## src/rtl/wb_pkg.sv

```systemverilog
// Shared types for the register-file writeback arbiter.
// The optional pending-register mask is enabled by defining WB_PENDING_MASK_EN.
package wb_pkg;

  localparam int REG_ADDR_W = 5;
  localparam int DATA_W     = 32;

  typedef struct packed {
    logic [REG_ADDR_W-1:0] rd;
    logic [DATA_W-1:0]     data;
  } wb_req_t;

  typedef enum logic [0:0] {
    NORMAL = 1'b0,
    STALL  = 1'b1
  } arb_state_t;

endpackage

```

## src/rtl/wb_fifo.sv

```systemverilog
// Small circular buffer of multdiv results awaiting the register-file write port.
// With WB_PENDING_MASK_EN defined, the storage array and per-slot valid flags are exposed.
module wb_fifo
  import wb_pkg::*;
#(
  parameter int DEPTH = 4
) (
  input  logic                   clock,
  input  logic                   reset_n,
  input  logic                   push,
  input  wb_req_t                push_req,
  input  logic                   pop,
  output wb_req_t                head,
  output logic [$clog2(DEPTH):0] count,
  output logic                   full,
  output logic                   empty
`ifdef WB_PENDING_MASK_EN
  ,
  output wb_req_t [DEPTH-1:0]    entries,
  output logic [DEPTH-1:0]       occupied
`endif
);

  localparam int PW = $clog2(DEPTH);
  localparam int CW = PW + 1;

  wb_req_t [DEPTH-1:0] mem;
  logic [PW-1:0]       wr_ptr;
  logic [PW-1:0]       rd_ptr;

  // Storage, pointers and occupancy; DEPTH is a power of two so pointers wrap for free.
  always_ff @(posedge clock) begin
    if (!reset_n) begin
      mem    <= '0;
      wr_ptr <= '0;
      rd_ptr <= '0;
      count  <= '0;
    end else begin
      if (push) begin
        mem[wr_ptr] <= push_req;
        wr_ptr      <= wr_ptr + PW'(1);
      end
      if (pop) begin
        rd_ptr <= rd_ptr + PW'(1);
      end
      case ({push, pop})
        2'b10:   count <= count + CW'(1);
        2'b01:   count <= count - CW'(1);
        default: count <= count;
      endcase
    end
  end

  assign head  = mem[rd_ptr];
  assign full  = (count == CW'(DEPTH));
  assign empty = (count == CW'(0));

`ifdef WB_PENDING_MASK_EN
  // Push and pop never target the same slot: that would need an empty pop or a full push.
  always_ff @(posedge clock) begin
    if (!reset_n) begin
      occupied <= '0;
    end else begin
      if (pop) begin
        occupied[rd_ptr] <= 1'b0;
      end
      if (push) begin
        occupied[wr_ptr] <= 1'b1;
      end
    end
  end

  assign entries = mem;
`endif

endmodule

```

## src/rtl/writeback_arbiter.sv

```systemverilog
// Merges pipeline writeback and buffered multdiv results onto the single register-file write port.
// Define WB_PENDING_MASK_EN to add the pending_mask output for hazard logic.
module writeback_arbiter
  import wb_pkg::*;
#(
  parameter int DEPTH      = 4,
  parameter int STARVE_MAX = 8
) (
  input  logic                   clock,
  input  logic                   ctrl_reset_n,
  input  logic                   wb_valid,
  input  logic [REG_ADDR_W-1:0]  wb_reg,
  input  logic [DATA_W-1:0]      wb_data,
  input  logic                   md_valid,
  output logic                   md_ready,
  input  logic [REG_ADDR_W-1:0]  md_reg,
  input  logic [DATA_W-1:0]      md_data,
  output logic                   ctrl_writeEnable,
  output logic [REG_ADDR_W-1:0]  ctrl_writeReg,
  output logic [DATA_W-1:0]      data_writeReg,
  output logic                   stall_req,
  output logic [$clog2(DEPTH):0] fifo_count
`ifdef WB_PENDING_MASK_EN
  ,
  output logic [31:0]            pending_mask
`endif
);

  localparam logic [7:0] STARVE_LIM = 8'(STARVE_MAX);

  logic       primary;
  logic       push;
  logic       pop;
  logic       full;
  logic       empty;
  wb_req_t    head;
  logic [7:0] starve;
  logic [7:0] starve_next;
  arb_state_t state;
  arb_state_t state_next;

`ifdef WB_PENDING_MASK_EN
  wb_req_t [DEPTH-1:0] entries;
  logic [DEPTH-1:0]    occupied;
`endif

  // Register 0 is hard-wired, so writes to it are neither issued nor buffered.
  assign primary  = wb_valid && (wb_reg != 5'd0);
  assign md_ready = !full;
  assign push     = md_valid && !full && (md_reg != 5'd0);
  assign pop      = !primary && !empty;

  wb_fifo #(.DEPTH(DEPTH)) u_fifo (
    .clock    (clock),
    .reset_n  (ctrl_reset_n),
    .push     (push),
    .push_req ('{rd: md_reg, data: md_data}),
    .pop      (pop),
    .head     (head),
    .count    (fifo_count),
    .full     (full),
    .empty    (empty)
`ifdef WB_PENDING_MASK_EN
    ,
    .entries  (entries),
    .occupied (occupied)
`endif
  );

  // Write port register: address and data hold when nothing is issued.
  always_ff @(posedge clock) begin
    if (!ctrl_reset_n) begin
      ctrl_writeEnable <= 1'b0;
      ctrl_writeReg    <= 5'd0;
      data_writeReg    <= 32'd0;
    end else if (primary) begin
      ctrl_writeEnable <= 1'b1;
      ctrl_writeReg    <= wb_reg;
      data_writeReg    <= wb_data;
    end else if (pop) begin
      ctrl_writeEnable <= 1'b1;
      ctrl_writeReg    <= head.rd;
      data_writeReg    <= head.data;
    end else begin
      ctrl_writeEnable <= 1'b0;
    end
  end

  // A non-empty FIFO that does not pop has, by construction, lost to the primary source.
  always_comb begin
    starve_next = starve;
    if (empty || pop) begin
      starve_next = 8'd0;
    end else if (starve != STARVE_LIM) begin
      starve_next = starve + 8'd1;
    end else begin
      starve_next = starve;
    end
  end

  // Stall is entered on a saturated starve count and held until the FIFO has fully drained.
  always_comb begin
    state_next = state;
    case (state)
      NORMAL: begin
        if (starve == STARVE_LIM) begin
          state_next = STALL;
        end else begin
          state_next = NORMAL;
        end
      end
      STALL: begin
        if (fifo_count == '0) begin
          state_next = NORMAL;
        end else begin
          state_next = STALL;
        end
      end
      default: state_next = NORMAL;
    endcase
  end

  // Starve counter, arbitration state and the registered stall request.
  always_ff @(posedge clock) begin
    if (!ctrl_reset_n) begin
      starve    <= 8'd0;
      state     <= NORMAL;
      stall_req <= 1'b0;
    end else begin
      starve    <= starve_next;
      state     <= state_next;
      stall_req <= (state_next == STALL);
    end
  end

`ifdef WB_PENDING_MASK_EN
  // One bit per destination register still waiting in the FIFO.
  always_comb begin
    pending_mask = 32'd0;
    for (int i = 0; i < DEPTH; i++) begin
      pending_mask[entries[i].rd] = pending_mask[entries[i].rd] | occupied[i];
    end
    pending_mask[0] = 1'b0;
  end
`endif

endmodule

```

## config.mk

```make
export PLATFORM = sky130hd
export DESIGN_NAME = writeback_arbiter
export DESIGN_NICKNAME = d
export VERILOG_FILES = /design/src/rtl/wb_pkg.sv /design/src/rtl/wb_fifo.sv /design/src/rtl/writeback_arbiter.sv
export SDC_FILE = /design/constraint.sdc
export NUM_CORES = 1
export LEC_CHECK = 0
export ABC_AREA = 1
export BUFFER_PORTS_ARGS = -buffer_cell sky130_fd_sc_hd__buf_2
export CAP_MARGIN = 20
export CORE_MARGIN = 2
export CORE_UTILIZATION = 55
export CTS_BUF_LIST = sky130_fd_sc_hd__clkbuf_16
export DETAILED_ROUTE_END_ITERATION = 8
export PLACE_DENSITY = 0.76
export SKIP_CTS_REPAIR_TIMING = 1
export SYNTH_ARGS = -nofsm -noshare
export SYNTH_HDL_FRONTEND = slang
export SYNTH_SLANG_ARGS = --single-unit
export TNS_END_PERCENT = 1
```

## constraint.sdc

```tcl
create_clock -name clock -period 2.6 [get_ports clock]
set_clock_uncertainty 0.1 [all_clocks]
set_input_delay 0.39 -clock clock [delete_from_list [all_inputs] [get_ports clock]]
set_output_delay 0.39 -clock clock [all_outputs]
set_load 0.1 [all_outputs]
```

# == Word-level counts from Yosys, hierarchy flattened ==
# Cells that the tools add are included.
# word_totals
regBits,202
latch_bits,0
mem_bits_rw,0
mem_bits_ro,0
out_inout_bits,43
mem_count,0
# classes
add_sub_neg,5
n_mul,0
div,0
magnitude_cmp,3
eq_ne,5
n_shift,0
muxes,15
bitwise_logic,2
n_reduce_logical,15
# ops
cell,n
bitwise mux 148 bit,1
binary-select mux 37 bit (select 2 bit),1
demux 37 bit (select 2 bit),1
2-to-1 mux 37 bit,2
2-to-1 mux 32 bit,2
2-to-1 mux 5 bit,2
nonzero test 5 bit,2
adder 8 x 1 -> 8 bit (second input constant),1
== test 8 x 4 -> 1 bit (second input constant),1
!= test 8 x 4 -> 1 bit (second input constant),1
less-than comparator 2 x 3 -> 1 bit (second input constant),2
case mux 3 bit (2 select lines),1
logical AND 1 bit,5
adder 2 x 1 -> 2 bit (second input constant),2
2-to-1 mux 1 bit,4
nonzero test 2 bit,2
adder 3 x 1 -> 3 bit (second input constant),1
== test 3 bit (second input constant),1
logical NOT 1 bit,3
logical NOT 3 bit,1
subtractor 3 x 1 -> 3 bit (second input constant),1
== test 2 x 1 -> 1 bit (second input constant),1
== test 2 bit (second input constant),1
greater-or-equal comparator 2 x 1 -> 1 bit (second input constant),1
other kinds (4),5

# == Depth between registers and ports, before layout ==
# Gate-level depths: netlist of run 1.
# depth
depth_word,6
depth_mapped,13
mapped_depth_nobuf,12

# == Modules after synthesis ==
# A second synthesis of run 1 with hierarchy kept.
# unflattened
hier_cells,1310
area_unflattened_um2,9263.9
# modules_own_cells
module,instances,cells_each,area_per_inst_um2,seq_area_each_um2
wb_fifo,1,901,6603.8,3103.0
writeback_arbiter,1,409,2660.1,940.9

# == Worst setup path after synthesis of run 1 ==
# OpenSTA, ideal clock, no wires.
# synth_timing
path_type,register to register
startpoint,register u_fifo.count[2]
endpoint,register u_fifo.count[2]
arrival_time_ns,2.483
setup_slack_ns,-0.107
path_stages_with_launch,12
path_buffers,0
period_less_slack_ns,2.707
cell_sequence,dfxtp_1 -> inv_1 -> nand2_2 -> nand2_1 -> inv_1 -> ha_1 -> inv_1 -> fa_1 -> a21oi_1 -> o21ai_0 -> o21ai_0 -> a21oi_1
# synth_lines
item,line,source
from (decl),wb_fifo.sv:14,"output logic [$clog2(DEPTH):0] count,"
from (signal assigned),wb_fifo.sv:47,2'b10: count <= count + CW'(1);
from (signal assigned),wb_fifo.sv:48,2'b01: count <= count - CW'(1);
from (signal assigned),wb_fifo.sv:49,default: count <= count;
logical NOT 3 bit *,wb_fifo.sv:56,assign empty = (count == CW'(0));
logical NOT 1 bit *,writeback_arbiter.sv:51,assign pop = !primary && !empty;
logical AND 1 bit *,writeback_arbiter.sv:51,
named net pop,writeback_arbiter.sv:33,logic pop;
== test 2 x 1 -> 1 bit or == test 2 bit (tied branches),wb_fifo.sv:46,"case ({push, pop})"
case mux 3 bit (2 select lines) or nonzero test 2 bit (tied branches),-,
# The timed path passes the listed nets; every way through them passes the cells marked *.
# A chain may end at the register's enable or synchronous reset.

# == Worst setup path in the final report of run 1 ==
# layout_timing
startpoint,register u_fifo.count[0]
endpoint,register u_fifo.count[2]
# layout_between
elab_chain_cells,6
# layout_rtl
item,line,source
== test 3 bit,wb_fifo.sv:55,assign full = (count == CW'(DEPTH));
logical NOT 1 bit,writeback_arbiter.sv:50,assign push = md_valid && !full && (md_reg != 5'd0);
logical AND 1 bit (2 in a row),writeback_arbiter.sv:50,
== test 2 x 1 -> 1 bit or == test 2 bit (tied branches),wb_fifo.sv:46,
case mux 3 bit (2 select lines) or nonzero test 2 bit (tied branches),-,
# Parallel ways exist; a longest one is shown, timed or not.

==> results_dict.tcl, run 1 <==
set metrics [dict create \
    layout-drive-gt1-share 0.120 \
    fin_crit_sh 0.810 \
    slowest_stage "fa_1" \
    yosysSeqAreaShare 0.406 \
    clock.fmax_mhz 475 \
    path_depth 10 \
    cp.arrival_ps 2390 \
    netlist_area_sq_mm 0.00997 \
    gp_congestion 0.841 \
    worst_setup_path_end_kind "register" \
    wl_um 24900 \
    fin_crit_ps 2110 \
    start_util 0.557 \
    htreeDepth 1 \
    cts.clk_slew.worst_paths_ps 60 \
    report.final.slew_viol_count 0 \
    intPower_w 0.00625 \
    cp-start-kind "register" \
    status "finished, final reports clean" \
    vias_per_cell 5.01 \
    cts.sinks 202 \
    yosysTopAreaCellShare 0.406 \
    yosysTopAreaCell "dfxtp_1" \
    placeableCoreArea_sq_mm 0.0179 \
    die_area_sq_mm 0.0192 \
    drt_iter0_markers 690 \
    p_seq_frac 0.343 \
    clock_latency_ps 500 \
    synth_cell_types 31 \
    vias 9476 \
    clockPowerShare 0.271 \
    dr.pass1.iters 7 \
    rsz0062_at_grt "false" \
    num_rows 49 \
    final_common_cell "nand2_1" \
    grt_max_degree 125 \
    maxCapViolations 0 \
    grt_pass1_vias 8529 \
    multi_input_area_sq_mm 0.00470 \
    avgSynthCellArea_sq_um 6.37 \
    clk_path_buf_depth 3 \
    hold_depth 3 \
    pin_count 121 \
    syn-num-nets 1652 \
    p_per_area_mw_per_mm2 952 \
    yosys_register_bits 202 \
    synth_warnings 0 \
    grt_use_total 0.252 \
    finalHoldViolCount 0 \
    grt_pass1_wl_um 41200 \
    die_w_um 139 \
    placed_cell_area_sq_mm 0.0106 \
    swShare 0.420 \
    slowest_delay_ps 390 \
    cts_tree "yes" \
    ant_nets 0 \
    pwr-share-comb 0.386 \
    numCtsBuffers 22 \
    n_antenna_cell 0 \
    final_cell_mix "nand2_1 (533), nor2_1 (283), dfxtp_1 (198)" \
    reg2reg_depth 10 \
    total_power_w 0.0108 \
    nFillCells 1671 \
    synthCells 1566 \
    grt_overflow 0 \
    crit_family "compound AO/OA/AOI/OAI gates" \
    root_buffer "clkbuf_16" \
    critical_path.cell_chain "nor2_2 -> a21boi_2 -> nand2_1 -> ha_1 -> inv_1 -> fa_1 -> a21oi_1 -> o21ai_0 -> o21ai_0 -> a21oi_1" \
    required_ps 2880 \
    crit_fanout 5 \
    synth_area_leaders "dfxtp_1 (41%), nand2_1 (20%), nor2_1 (11%)" \
    dp_hpwl_um 15700 \
    setup_viol 0 \
    drc 0 \
    crit_type "reg2reg" \
    switchingPower_w 0.00452 \
    cp.buffers_inverters 1 \
    worstMarginPinSlew_ps 558 \
    leakage_nw 6.24 \
    relSlewSlack 0.628 \
    final_cell_area_sq_mm 0.0113 \
    die_h_um 139 \
    antenna_found_initial 0 \
    finalNetCount 1733 \
    portBuffers 120 \
    syn_to_final_growth_pct 13.4 \
    vdd_drop_max_mv 0.877 \
    seq_area_sq_mm 0.00405 \
    avgRoutedWirePerCell_um 13.2 \
    tns_ps 0 \
    hp-class "in2reg" \
]
==> synth_stat cells <==
cell,count
nand2_1,533
nor2_1,283
dfxtp_1,202
inv_1,172
nand3_1,164
clkbuf_1,31
a21oi_1,30
buf_2,30
nand4_1,23
o211ai_1,18
buf_6,17
o21ai_0,11
buf_4,9
buf_1,7
ha_1,7
inv_2,5
nand3_4,4
xnor2_1,4
xor2_1,3
nand2_4,2
a211oi_1,1
a21boi_2,1
clkbuf_2,1
clkinv_1,1
fa_1,1
nand2_2,1
nand3_2,1
nand3b_1,1
nor2_2,1
nor2_8,1
nor3_1,1
==> worst paths after layout <==
| path | startpoint | to | slack [ps] |
|---|---|---|---|
| worst max-delay path | u_fifo.count[0] | u_fifo.count[2] | 490 |
| worst min-delay path | md_data[1] | u_fifo.mem[1] | 60 |
| worst max register to register | u_fifo.count[0] | u_fifo.count[2] | 490 |
| worst min register to register | u_fifo.mem[109] | u_fifo.mem[109] | 360 |
==> layer usage <==
layer  track usage  part of all wire
met1         0.329              0.44
met2         0.435              0.47
met3        0.0376             0.058
met4        0.0792             0.031
met5             0                 0
==> worst min-delay path: cells and delay by family <==
family        cells  cell delay, ps
simple gates      2             130
buf+inv           1             110
==> cells by family after synthesis <==
group | count (synthesis) | share of synthesized area
DFF | 202 | 0.406
buffers and inverters | 273 | 0.123
xor gates and xnor gates | 7 | 0.00615
AOI/OAI and AO/OA | 61 | 0.0360
adders and majority gates | 8 | 0.0108
and+or+nand+nor | 1015 | 0.419
==> state kept, by name (all words and copies together), names as in the netlist <==
signal            count
data_writeReg        32
u_fifo.wr_ptr         2
state                 1
u_fifo.count          3
ctrl_writeEnable      1
u_fifo.mem          148
u_fifo.rd_ptr         2
ctrl_writeReg         5
starve                8
==> layout make-up <==
type,instances,area share
inverter,178,0.0591
tap,229,0.0253
timing repair buffer,152,0.0823
clock inverter,16,0.00830
sequential,202,0.358
clock buffer,23,0.0509
multi-input combinational,1091,0.416
==> power by group through the flow <==
| stage | logic [W] | clock network [W] | registers [W] |
|---|---|---|---|
| after global placement | 0.00408 | 0 | 0.00374 |
| final | 0.00416 | 0.00292 | 0.00369 |
| after CTS | 0.00416 | 0.00297 | 0.00369 |
| after detailed placement | 0.00413 | 0 | 0.00375 |
| after global routing | 0.00459 | 0.00308 | 0.00373 |
| after floorplan | 0.00231 | 0 | 0.00467 |
==> metrics by stage <==
step                worst slack [ps]  instances  hold WS [ps]   util
finish                           494       1891          59.9  0.632
global route                     405       1891          69.5  0.632
CTS                              552       1891          51.5  0.632
detailed placement               216       1852           353  0.594
global placement                 259       1852           348  0.594
floorplan                        265       1566           339      -
(Power assumes the default switching activity.)
==> run 2: changes to the inputs <==
- CORE_UTILIZATION: 55 -> 53
- PLACE_DENSITY: 0.76 -> 0.77
- clock period: 2.6 -> 1.8 ns (I/O delays scaled with it)
==> run 2 against run 1 <==
  * The flow now finishes with violations (hold timing, setup timing)
  * Clock power increased by 48%
  * Worst hold slack got worse by 83 ps
  * Register-to-register slack got worse by 510 ps
  * Combinational power increased by 57%
  * Cell count increased by 3.9%
  * Wire length increased by 3.9%
  * Sequential power increased by 44%
  * Die area increased by 3.7%
  * Largest cell class unchanged
==> results_dict.tcl, run 2 (synthesis gave the netlist of run 1 again) <==
set metrics [dict create \
    grt_pass1_vias 8699 \
    cts.clk_slew.worst_paths_ps 60 \
    cp-start-kind "register" \
    timing.hold.ws_ps -23.0 \
    p_per_area_mw_per_mm2 1330 \
    vdd_drop_max_mv 1.08 \
    final_cell_mix "nand2_1 (531), nor2_1 (283), dfxtp_1 (198)" \
    tns_ps -16.6 \
    pin_count 121 \
    dr.pass1.iters 6 \
    worst_setup_path_end_kind "register" \
    fin_ws_ps -11.5 \
    relSlewSlack 0.672 \
    start_util 0.537 \
    num_rows 50 \
    drc 0 \
    vias_per_cell 5.00 \
    root_buffer "clkbuf_16" \
    gp_congestion 0.834 \
    finalNetCount 1800 \
    numCtsBuffers 23 \
    cts.sinks 202 \
    hp-class "in2reg" \
    grt_use_total 0.250 \
    grt_max_degree 53 \
    die_area_sq_mm 0.0199 \
    cts_tree "yes" \
    rsz0062_at_grt "true" \
    antenna_found_initial 0 \
    dp_hpwl_um 17100 \
    largest_reg_flops 148 \
    layout-drive-gt1-share 0.138 \
    drt_iter0_markers 632 \
    grt_overflow 0 \
    wl_um 25900 \
    grt_pass1_wl_um 41400 \
    fin_crit_sh 1.01 \
    worstMarginPinSlew_ps 496 \
    cp.arrival_ps 2110 \
    required_ps 2090 \
    die_h_um 141 \
    avgRoutedWirePerCell_um 13.2 \
    crit_fanout 3 \
    fin_crit_ps 1810 \
    largest_registers "u_fifo.mem x148, data_writeReg x32, starve x8" \
    pre_cts_slack_ps -242 \
    setup_viol 2 \
    largest_register "u_fifo.mem" \
    layoutNonFillerInstCount 1965 \
    clk_path_buf_depth 3 \
    final_common_cell "nand2_1" \
    die_w_um 141 \
    total_power_w 0.0162 \
    vias 9824 \
    finalHoldViolCount 14 \
    htreeDepth 1 \
    placeableCoreArea_sq_mm 0.0186 \
    clock.fmax_mhz 552 \
    dp_cells 1885 \
    clock_latency_ps 510 \
    portBuffers 120 \
    violations "hold timing, setup timing" \
    leakage_nw 6.62 \
    report.final.slew_viol_count 0 \
    crit_type "reg2reg" \
    maxCapViolations 0 \
    n_antenna_cell 0 \
    status "finished, violations left" \
    ant_nets 0 \
    syn_to_final_growth_pct 21.6 \
]
## run 2: metrics by stage
stage               utilization  cell area (sq um)
floorplan                     -              10000
global placement          0.594              11000
detailed placement        0.594              11000
CTS                       0.631              11700
global route              0.652              12100
finish                    0.652              12100
## run 2: final timing paths
| path | cells past startpoint | start | slack [ps] | to |
|---|---|---|---|---|
| max | 10 | u_fifo.count[0] | -10 | u_fifo.count[2] |
| max reg2reg | 10 | u_fifo.count[0] | -10 | u_fifo.count[2] |
| min | 5 | wb_data[27] | -20 | data_writeReg[27] |
| min reg2reg | 2 | u_fifo.mem[87] | 360 | u_fifo.mem[87] |
## run 2: critical path, stage by stage, from the launching register on
cell and delay [ps]:
dfxtp_4 360, nor2_4 170, a21boi_4 100, nand2_4 90, ha_4 120, inv_2 40, fa_2 350, a21oi_2 150
o21ai_2 70, o21ai_1 110, a21oi_1 40
## run 2: area by class of cell
| class | instances | area [sq um] |
|---|---|---|
| fill | 1620 | 6460 |
| inverter | 178 | 668 |
| multi-input combinational | 1091 | 4750 |
| sequential | 202 | 4060 |
| clock inverter | 19 | 109 |
| clock buffer | 23 | 576 |
| timing repair buffer | 218 | 1670 |
| tap | 234 | 293 |
## run 2: routing by layer
metal | vias to the layer above | global-route usage | wire length (um)
met3 | 60 | 0.0340 | 1380
met5 | - | 0 | 0
li1 | 5062 | - | -
met1 | 4426 | 0.321 | 11100
met2 | 276 | 0.429 | 12400
met4 | 0 | 0.0932 | 944
## run 2: power by group
| group | switching (W) | internal [W] | total [W] | leakage (nW) |
|---|---|---|---|---|
| clock | 0.00186 | 0.00246 | 0.00431 | 0.359 |
| combinational | 0.00465 | 0.00189 | 0.00654 | 4.61 |
| sequential | 0.000264 | 0.00506 | 0.00533 | 1.65 |
| total | 0.00677 | 0.00942 | 0.0162 | 6.62 |
==> run 3: changes to the inputs <==
- SKIP_CTS_REPAIR_TIMING: 1 -> default
==> run 3 against run 2 <==
  * The run ends with setup timing left
  * Wire length increased by 1.4%
  * Critical endpoint unchanged
  * Power grew 0.18%
  * Critical path depth stayed put
  * Highest routed layer unchanged
==> results_dict.tcl, run 3 (synthesis gave the netlist of run 1 again) <==
set metrics [dict create \
    die_area_sq_mm 0.0199 \
    vias_per_cell 5.00 \
    gp_congestion 0.834 \
    wl_um 26200 \
    required_ps 2090 \
    cts_tree "yes" \
    fin_crit_ps 1810 \
    n_antenna_cell 0 \
    status "finished, violations left" \
    layout-drive-gt1-share 0.137 \
    slowest_delay_ps 360 \
    grt_pass1_vias 9047 \
    crit_fanout 3 \
    ant_nets 0 \
    crit_family "adder cells" \
    portBuffers 120 \
    largest_registers "u_fifo.mem x148, data_writeReg x32, starve x8" \
    pin_count 121 \
    tns_ps -6.31 \
    rsz0062_at_grt "true" \
    largest_reg_flops 148 \
    critical_path.cell_chain "nor2_4 -> a21boi_4 -> nand2_4 -> ha_4 -> inv_2 -> fa_2 -> a21oi_2 -> o21ai_2 -> o21ai_1 -> a21oi_1" \
    violations "setup timing" \
    drt_iter0_markers 618 \
    p_per_area_mw_per_mm2 1320 \
    placed_cell_area_sq_mm 0.0110 \
    start_util 0.537 \
    setup_viol 2 \
    root_buffer "clkbuf_16" \
    dp_hpwl_um 17100 \
    grt_max_degree 53 \
    total_power_w 0.0162 \
    hp-class "in2reg" \
    final_cell_area_sq_mm 0.0123 \
    layoutNonFillerInstCount 1984 \
    leakage_nw 6.70 \
    placeableCoreArea_sq_mm 0.0186 \
    die_h_um 141 \
    cp.arrival_ps 2100 \
    timing.hold.ws_ps 3.73 \
    clk_path_buf_depth 3 \
    worst_setup_path_end_kind "register" \
    htreeDepth 1 \
    dr.pass1.iters 6 \
    numCtsBuffers 23 \
    vias 9926 \
    finalNetCount 1819 \
    report.final.slew_viol_count 0 \
    clock.fmax_mhz 554 \
    crit_type "reg2reg" \
    die_w_um 141 \
    vdd_drop_max_mv 1.08 \
    avgRoutedWirePerCell_um 13.2 \
    post_cts_buffers 0 \
    cts.clk_slew.worst_paths_ps 60 \
    worstMarginPinSlew_ps 496 \
    cts.sinks 202 \
    relSlewSlack 0.672 \
    drc 0 \
    clock_latency_ps 520 \
    largest_register "u_fifo.mem" \
    cp.buffers_inverters 1 \
    final_common_cell "nand2_1" \
    dp_cells 1885 \
    antenna_found_initial 0 \
    grt_overflow 0 \
    syn_to_final_growth_pct 23.5 \
    finalHoldViolCount 0 \
    final_cell_mix "nand2_1 (531), nor2_1 (283), dfxtp_1 (198)" \
    cp-start-kind "register" \
    fin_ws_ps -5.24 \
    num_rows 50 \
    slowest_stage "dfxtp_4" \
    grt_use_total 0.258 \
    grt_pass1_wl_um 42700 \
    maxCapViolations 0 \
    fin_crit_sh 1.00 \
]
## run 3: cell count changes in the layout (fill, tap and decap cells not counted), sizes merged
cell | before | now
dlygate4sd3 | 38 | 57
## run 3: routing by layer
layer  part of all wire  track usage
met4              0.039        0.108
met2               0.48        0.447
met1               0.43        0.322
met5                  0            0
met3              0.052       0.0360
## run 3: worst min-delay path, stage by stage
cell and delay [ps]:
buf_2 70, nand3_1 60, nand3_1 80, nand2_1 40, inv_1 40
## run 3: timing repair
action	CTS	global route
setup endpoints to repair	13	152
hold buffers	57	0
endpoints found under the hold margin	149	0
cloned	0	0
gates resized for setup	1	8
pin swaps	0	3
## run 3: power breakdown
part	internal (W)	switching (W)	leakage, nW
clock	0.00246	0.00185	0.359
combinational	0.00192	0.00465	4.69
sequential	0.00506	0.000265	1.65
## run 3: area by class of cell
cell class | count | area, sq um
flip-flops and latches | 202 | 4060
inverters | 178 | 668
clock buffers | 23 | 576
repair buffers | 237 | 1860
well taps | 234 | 293
fillers | 1594 | 6270
clock inverters | 19 | 109
multi-input cells | 1091 | 4750
## run 3: path summary, 6_finish.rpt
kind,startpoint,end,slack [ps],depth (start not counted)
hold reg to reg,u_fifo.mem[87],u_fifo.mem[87],360,2
hold / removal,wb_data[22],data_writeReg[22],4,5
setup reg to reg,u_fifo.count[0],u_fifo.count[2],-5,10
setup / recovery,u_fifo.count[0],u_fifo.count[2],-5,10
## run 3: stage by stage
stage | util | setup slack, ps
4_1_cts | 0.661 | -23.4
2_1_floorplan | - | -233
3_5_place_dp | 0.594 | -242
3_3_place_gp | 0.594 | -213
6_report | 0.663 | -5.24
5_1_grt | 0.663 | -90.3
